[config.mk]
export PLATFORM = sky130hd
export DESIGN_NAME = uart_tx_arbiter_flat
export DESIGN_NICKNAME = d
export VERILOG_FILES = /design/src/rtl/uart_tx_arbiter_pkg.sv /design/src/rtl/uart_tx_arbiter_if.sv /design/src/rtl/uart_tx_arbiter_rr_pick.sv /design/src/rtl/uart_tx_arbiter.sv /design/src/flat_wrapper.sv
export SDC_FILE = /design/constraint.sdc
export NUM_CORES = 1
export LEC_CHECK = 0
export CAP_MARGIN = 20
export CORE_ASPECT_RATIO = 0.75
export CORE_MARGIN = 4
export CORE_UTILIZATION = 50
export DETAILED_ROUTE_END_ITERATION = 7
export GPL_TIMING_DRIVEN = 0
export PLACE_DENSITY = 0.8
export SYNTH_ARGS = -nofsm -noshare
export SYNTH_HDL_FRONTEND = slang
export SYNTH_SLANG_ARGS = --single-unit
[constraint.sdc]
create_clock -name clk_i -period 4.3 [get_ports clk_i]
set_input_delay 0.645 -clock clk_i [delete_from_list [all_inputs] [get_ports clk_i]]
set_output_delay 0.645 -clock clk_i [all_outputs]
set_load 0.05 [all_outputs]
[src/rtl/uart_tx_arbiter_pkg.sv]
// Shared types and constants for the UART TX arbiter.
package uart_tx_arbiter_pkg;

    localparam int unsigned BYTE_W = 8;

    typedef enum logic [0:0] {
        ST_IDLE  = 1'b0,
        ST_GRANT = 1'b1
    } arb_state_e;

    // Width of a requester index (at least 1 bit).
    function automatic int unsigned idx_width(input int unsigned n);
        return (n > 1) ? $clog2(n) : 1;
    endfunction

    // Width of the grant-idle counter; a disabled timeout still gets 1 bit.
    function automatic int unsigned cnt_width(input int unsigned t);
        return (t > 0) ? $clog2(t + 1) : 1;
    endfunction

endpackage

[src/rtl/uart_tx_arbiter_if.sv]
// Requester and UART-side signal bundle for the UART TX arbiter.
interface uart_tx_arbiter_if #(
    parameter int unsigned N_REQ = 2
);
    logic [N_REQ-1:0]                               req_i;
    logic [N_REQ-1:0]                               valid_i;
    logic [uart_tx_arbiter_pkg::BYTE_W*N_REQ-1:0]   data_i;
    logic [N_REQ-1:0]                               last_i;
    logic [N_REQ-1:0]                               ready_o;
    logic [N_REQ-1:0]                               gnt_o;
    logic [uart_tx_arbiter_pkg::BYTE_W-1:0]         tx_data_o;
    logic                                           tx_valid_o;
    logic                                           tx_ready_i;
    logic                                           busy_o;

    // Requesters plus UART core side.
    modport master (
        output req_i, valid_i, data_i, last_i, tx_ready_i,
        input  ready_o, gnt_o, tx_data_o, tx_valid_o, busy_o
    );

    // Arbiter side.
    modport slave (
        input  req_i, valid_i, data_i, last_i, tx_ready_i,
        output ready_o, gnt_o, tx_data_o, tx_valid_o, busy_o
    );
endinterface

[src/rtl/uart_tx_arbiter_rr_pick.sv]
// Combinational one-hot picker: first set request after the last-grant pointer.
// With UART_ARB_FIXED_PRIO_EN defined the pointer is pinned to N_REQ-1 so the
// lowest requesting index always wins.
module uart_tx_arbiter_rr_pick
    import uart_tx_arbiter_pkg::*;
#(
    parameter int unsigned N_REQ = 2,
    parameter int unsigned IDX_W = 1
) (
    input  logic [N_REQ-1:0] req_i,
    input  logic [IDX_W-1:0] last_i,
    output logic             any_o,
    output logic [N_REQ-1:0] win_oh_o,
    output logic [IDX_W-1:0] win_idx_o
);

    logic [IDX_W-1:0] ptr;
    logic             found;
    logic [N_REQ-1:0] oh;
    logic [IDX_W-1:0] idx;
    logic [IDX_W-1:0] cand;

`ifdef UART_ARB_FIXED_PRIO_EN
    logic unused_last;
    assign unused_last = ^last_i;
    assign ptr         = IDX_W'(N_REQ - 1);
`else
    assign ptr         = last_i;
`endif

    // Scan (ptr+1 .. ptr+N_REQ) mod N_REQ and keep the first hit.
    always_comb begin
        found = 1'b0;
        oh    = '0;
        idx   = '0;
        cand  = '0;
        for (int k = 1; k <= int'(N_REQ); k++) begin
            cand = IDX_W'((int'(ptr) + k) % int'(N_REQ));
            if (!found && req_i[cand]) begin
                found    = 1'b1;
                oh[cand] = 1'b1;
                idx      = cand;
            end
        end
    end

    assign any_o     = found;
    assign win_oh_o  = oh;
    assign win_idx_o = idx;

endmodule

[src/rtl/uart_tx_arbiter.sv]
// Message-level arbiter sharing one UART TX byte port among N_REQ requesters.
// Round-robin by default; define UART_ARB_FIXED_PRIO_EN for fixed priority
// (lowest index wins, pointer frozen). One registered byte stage feeds the core.
module uart_tx_arbiter
    import uart_tx_arbiter_pkg::*;
#(
    parameter int unsigned N_REQ   = 2,
    parameter int unsigned TIMEOUT = 1024
) (
    input  logic             clk_i,
    input  logic             rst_i,
    uart_tx_arbiter_if.slave bus
);

    localparam int unsigned     IDX_W  = idx_width(N_REQ);
    localparam int unsigned     TO_W   = cnt_width(TIMEOUT);
    localparam logic [TO_W-1:0] TO_MAX = TO_W'(TIMEOUT);

    arb_state_e        state_q,    state_d;
    logic [N_REQ-1:0]  gnt_q,      gnt_d;
    logic [IDX_W-1:0]  widx_q,     widx_d;
    logic [IDX_W-1:0]  last_q,     last_d;
    logic [TO_W-1:0]   to_cnt_q,   to_cnt_d;
    logic [BYTE_W-1:0] tx_data_q,  tx_data_d;
    logic              tx_valid_q, tx_valid_d;

    logic              pick_any;
    logic [N_REQ-1:0]  pick_oh;
    logic [IDX_W-1:0]  pick_idx;
    logic [N_REQ-1:0]  ready_c;
    logic              xfer_c;
    logic              timeout_c;

    uart_tx_arbiter_rr_pick #(
        .N_REQ (N_REQ),
        .IDX_W (IDX_W)
    ) u_pick (
        .req_i     (bus.req_i),
        .last_i    (last_q),
        .any_o     (pick_any),
        .win_oh_o  (pick_oh),
        .win_idx_o (pick_idx)
    );

    // Next-state: grant/release, idle timeout, output byte stage.
    always_comb begin
        state_d    = state_q;
        gnt_d      = gnt_q;
        widx_d     = widx_q;
        last_d     = last_q;
        to_cnt_d   = to_cnt_q;
        tx_data_d  = tx_data_q;
        tx_valid_d = tx_valid_q;
        ready_c    = '0;
        xfer_c     = 1'b0;
        timeout_c  = 1'b0;

        // Drain; a same-cycle transfer below overrides this.
        if (tx_valid_q && bus.tx_ready_i) begin
            tx_valid_d = 1'b0;
        end

        case (state_q)
            ST_IDLE: begin
                if (pick_any) begin
                    state_d  = ST_GRANT;
                    gnt_d    = pick_oh;
                    widx_d   = pick_idx;
                    to_cnt_d = '0;
                end
            end
            ST_GRANT: begin
                ready_c[widx_q] = bus.req_i[widx_q] && (!tx_valid_q || bus.tx_ready_i);
                xfer_c          = ready_c[widx_q] && bus.valid_i[widx_q];
                timeout_c       = (TIMEOUT != 0) && (to_cnt_q == TO_MAX);

                if (xfer_c) begin
                    tx_data_d  = bus.data_i[BYTE_W*widx_q +: BYTE_W];
                    tx_valid_d = 1'b1;
                    to_cnt_d   = '0;
                end else if (to_cnt_q != TO_MAX) begin
                    to_cnt_d   = to_cnt_q + TO_W'(1);
                end

                // Release does not wait for the output stage to drain.
                if ((xfer_c && bus.last_i[widx_q]) || !bus.req_i[widx_q] || timeout_c) begin
                    state_d = ST_IDLE;
                    gnt_d   = '0;
`ifndef UART_ARB_FIXED_PRIO_EN
                    last_d  = widx_q;
`endif
                end
            end
            default: begin
                state_d = ST_IDLE;
                gnt_d   = '0;
            end
        endcase
    end

    // State and datapath registers; reset discards any in-flight byte.
    always_ff @(posedge clk_i or posedge rst_i) begin
        if (rst_i) begin
            state_q    <= ST_IDLE;
            gnt_q      <= '0;
            widx_q     <= '0;
            last_q     <= IDX_W'(N_REQ - 1);
            to_cnt_q   <= '0;
            tx_data_q  <= '0;
            tx_valid_q <= 1'b0;
        end else begin
            state_q    <= state_d;
            gnt_q      <= gnt_d;
            widx_q     <= widx_d;
            last_q     <= last_d;
            to_cnt_q   <= to_cnt_d;
            tx_data_q  <= tx_data_d;
            tx_valid_q <= tx_valid_d;
        end
    end

    assign bus.gnt_o      = gnt_q;
    assign bus.ready_o    = ready_c;
    assign bus.tx_data_o  = tx_data_q;
    assign bus.tx_valid_o = tx_valid_q;
    assign bus.busy_o     = (state_q != ST_IDLE) || tx_valid_q;

endmodule

[src/flat_wrapper.sv]
// flat-port wrapper written by rule: the top's interface ports become plain ports
module uart_tx_arbiter_flat import uart_tx_arbiter_pkg::*;
#(
    parameter int unsigned N_REQ   = 2,
    parameter int unsigned TIMEOUT = 1024
)
  (clk_i, rst_i, bus_req_i, bus_valid_i, bus_data_i, bus_last_i, bus_tx_ready_i, bus_ready_o, bus_gnt_o, bus_tx_data_o, bus_tx_valid_o, bus_busy_o);
  uart_tx_arbiter_if #(.N_REQ(N_REQ)) bus_i ();
  input  logic clk_i;
  input  logic rst_i;
  input wire logic [$bits(bus_i.req_i)-1:0] bus_req_i;
  input wire logic [$bits(bus_i.valid_i)-1:0] bus_valid_i;
  input wire logic [$bits(bus_i.data_i)-1:0] bus_data_i;
  input wire logic [$bits(bus_i.last_i)-1:0] bus_last_i;
  input wire logic [$bits(bus_i.tx_ready_i)-1:0] bus_tx_ready_i;
  output wire logic [$bits(bus_i.ready_o)-1:0] bus_ready_o;
  output wire logic [$bits(bus_i.gnt_o)-1:0] bus_gnt_o;
  output wire logic [$bits(bus_i.tx_data_o)-1:0] bus_tx_data_o;
  output wire logic [$bits(bus_i.tx_valid_o)-1:0] bus_tx_valid_o;
  output wire logic [$bits(bus_i.busy_o)-1:0] bus_busy_o;
  assign bus_i.req_i = bus_req_i;
  assign bus_i.valid_i = bus_valid_i;
  assign bus_i.data_i = bus_data_i;
  assign bus_i.last_i = bus_last_i;
  assign bus_i.tx_ready_i = bus_tx_ready_i;
  assign bus_ready_o = bus_i.ready_o;
  assign bus_gnt_o = bus_i.gnt_o;
  assign bus_tx_data_o = bus_i.tx_data_o;
  assign bus_tx_valid_o = bus_i.tx_valid_o;
  assign bus_busy_o = bus_i.busy_o;
  uart_tx_arbiter #(.N_REQ(N_REQ), .TIMEOUT(TIMEOUT)) u_core (.clk_i(clk_i), .rst_i(rst_i), .bus(bus_i));
endmodule
==> impl_metrics.json <==
{
  "min_period_ns": 3.16,
  "h-tree-depth": 1,
  "slew_viol_final": 0,
  "synth_edf_count": 0,
  "yosysTopAreaCell": "dfrtp_1",
  "first_pass_iters": 4,
  "drtIter0Drc": 45,
  "cpPeakStageDelay_ns": 0.85,
  "crit_path_frequent_cell": "clkdlybuf4s50_1",
  "placed_cells": 226,
  "syn-cell-area_mm2": 0.00143,
  "cp_num_buf_inv": 2,
  "topRoutingLayerUsed": "met4",
  "cts_tree": "built",
  "wl_met2_mm": 1.62,
  "hold_path_end": "u_core.bus.tx_data_o[0]",
  "final_antenna_net_count": 0,
  "drt-total-wl_mm": 3.50,
  "yosysUniqueCellTypes": 44,
  "cts.reportedPaths.clkPinSlew_ns": 0.08,
  "finalHoldViolations": 0,
  "syn_area_per_cell_um2": 9.43,
  "worst_pin_slew_ns": 0.670,
  "setup.worst_path.class": "in -> out",
  "initial_core_util": 0.534,
  "clock_skew_ns": 0.00159,
  "area_growth_pct": 34.8,
  "start_kind": "primary input",
  "rsz0062_at_grt": "false",
  "coreArea_mm2": 0.00268,
  "path_max_fanout": 5,
  "worst_path_max_delay_cell": "clkdlybuf4s50_1",
  "hp-start": "u_core.bus.tx_data_o[0]",
  "final-setup-viol-count": 0,
  "synth_top_area_frac": 0.419,
  "hold-path-cell-count": 2,
  "grt_pass1_vias": 1306,
  "yosysWarningCount": 0,
  "yosys-top-cells-count": "nand2_1 (26), dfrtp_1 (24), mux2i_1 (12), o21ai_0 (12), nor2_1 (8)",
  "grt_antenna_before_repair": 0,
  "layoutNonFillerInstCount": 231,
  "crit_required_ns": 3.65,
  "dpl_cell_area_mm2": 0.00186,
  "ff2ff_path_depth": 6,
  "synth_nets": 179,
  "power_density_mw_per_mm2": 625,
  "hp-class": "reg -> reg",
  "worstPathArrival_ns": 2.51,
  "critPathTopFamily": "buffers and inverters",
  "cts_buffers": 3,
  "port_buffers": 38,
  "clock-root-buffer": "clkbuf_8",
  "p_total_w": 0.00121,
  "grt_max_degree": 26,
  "place_ws_ns": 1.25,
  "gp_congestion": 0.917,
  "cts_setup_buffers": 0,
  "dr_wl_met3_um": 194,
  "ys_seq_area_frac": 0.438,
  "rr_endpoint": "u_core.last_q",
  "nets": 223,
  "leakagePower_nw": 0.816,
  "synth_ff_type": "dfrtp_1",
  "clk_latency_ns": 0.26,
  "postCtsHoldBufs": 0,
  "n_fill_cell": 228,
  "layout-drive-gt1-share": 0.118,
  "yosysMostFrequentCell": "nand2_1",
  "syn_inst": 152,
  "grt_pass1_wl_mm": 6.05,
  "fmax_mhz": 317,
  "drv_cap": 0,
  "post_cts_resized": 0,
  "drc_errors": 0,
  "ys_ff_latch": 25,
  "finalSetupTns_ns": 0,
  "globalRoute.totalOverflow": 0,
  "wire_per_inst_um": 15.1,
  "cts.path.max_buffers": 2,
  "io_pins": 39,
  "synth_area_leaders": "dfrtp_1 (42%), mux2i_1 (8.4%), nand2_1 (6.8%)",
  "crit-reg2reg-launch": "u_core.to_cnt_q[0]",
  "design.die.area_mm2": 0.00379,
  "async_reset_ff_frac": 1.00,
  "vias": 1286,
  "die_h_um": 54.4,
  "peakVddDrop_mv": 0.353,
  "setup_ws_ns": 1.14,
  "diodes": 0,
  "dp_hpwl_mm": 2.72,
  "crit_chain": "clkdlybuf4s50_1, nand2b_1, nand2_1, nor2_1, clkdlybuf4s50_1",
  "gr-usage-all-layers": 0.206,
  "status": "finished clean",
  "rows": 16,
  "relSlewSlack": 0.553,
  "wl_met1_mm": 1.66,
  "via_per_inst": 5.57,
  "stdcell_area_mm2": 0.00193,
  "endpoint_kind": "primary output",
  "period_share": 0.734,
  "dieWidth_um": 69.8,
  "cts_num_sinks": 25,
  "r2r_slack_ns": 2.43
}
==> worst max-delay path by stage <==
stage,from,cells after the start,end,slack (ns)
after floorplan,bus_tx_ready_i,3,bus_ready_o[0],2.03
after global placement,bus_tx_ready_i,5,bus_ready_o[1],1.26
after detailed placement,bus_tx_ready_i,5,bus_ready_o[0],1.25
after CTS,bus_tx_ready_i,5,bus_ready_o[0],1.18
after global routing,bus_tx_ready_i,5,bus_ready_o[0],1.12
final,bus_tx_ready_i,5,bus_ready_o[0],1.14
==> tightest hold or removal path, stage by stage, from the launching register on <==
cell     delay [ns]
dfrtp_1        0.35
nand2_1        0.04
o21ai_0        0.06
==> final cells by class <==
type | instances | area, um2 | area share
buffer | 7 | 38.8 | 0.0201
clock buffer | 4 | 45.0 | 0.0233
inverter | 7 | 26.3 | 0.0136
multi-input combinational | 113 | 741 | 0.384
sequential | 25 | 627 | 0.325
tap | 36 | 45.0 | 0.0233
timing repair buffer | 39 | 408 | 0.211
==> sequential cells by signal (all words and copies together) (netlist names) <==
signal                 count
u_core.last_q              1
u_core.bus.gnt_o           2
u_core.bus.tx_valid_o      1
u_core.to_cnt_q           11
u_core.state_q             1
u_core.bus.tx_data_o       8
u_core.widx_q              1
==> kinds of logic (layout without fill, tap and decap cells) <==
family	after synthesis	count (layout)	share of synthesized area
AO/OA/AOI/OAI	37	37	0.183
adder cells (fa/ha/maj)	2	2	0.0175
buffers and inverters	14	57	0.0454
flip-flops	25	25	0.438
multiplexers	13	13	0.0917
AND/OR/NAND/NOR	61	61	0.225
==> routing by layer <==
| layer | global-route usage | vias to the layer above |
|---|---|---|
| met4 | 0.0287 | 0 |
| met2 | 0.359 | 29 |
| li1 | - | 632 |
| met5 | 0 | - |
| met1 | 0.265 | 621 |
| met3 | 0.0606 | 4 |
==> stage by stage <==
stage	utilization	hold WS (ns)
final	0.720	0.487
after detailed placement	0.693	0.475
after floorplan	-	0.474
after global placement	0.693	0.464
after CTS	0.709	0.494
after global routing	0.720	0.528
==> power breakdown <==
part	total (W)	switching, W	internal, W	leakage [nW]
Sequential	0.000349	0.0000379	0.000311	0.324
Combinational	0.000720	0.000456	0.000264	0.469
Clock	0.000137	0.0000710	0.0000662	0.0228
==> layout by cell type, fill, tap and decap left out, types with 3 or more instances in the layout <==
cell type / instances
o21ai_0: 12
or3_1: 5
o22ai_1: 3
nand2_1: 26
nor2_1: 8
clkbuf_8: 3
mux2i_1: 12
clkdlybuf4s50_1: 38
buf_4: 3
a21oi_1: 3
dfrtp_1: 24
a31oi_1: 5
o31ai_1: 3
inv_1: 7
clkbuf_1: 4
Note: power is estimated with default switching activity, not from simulation.
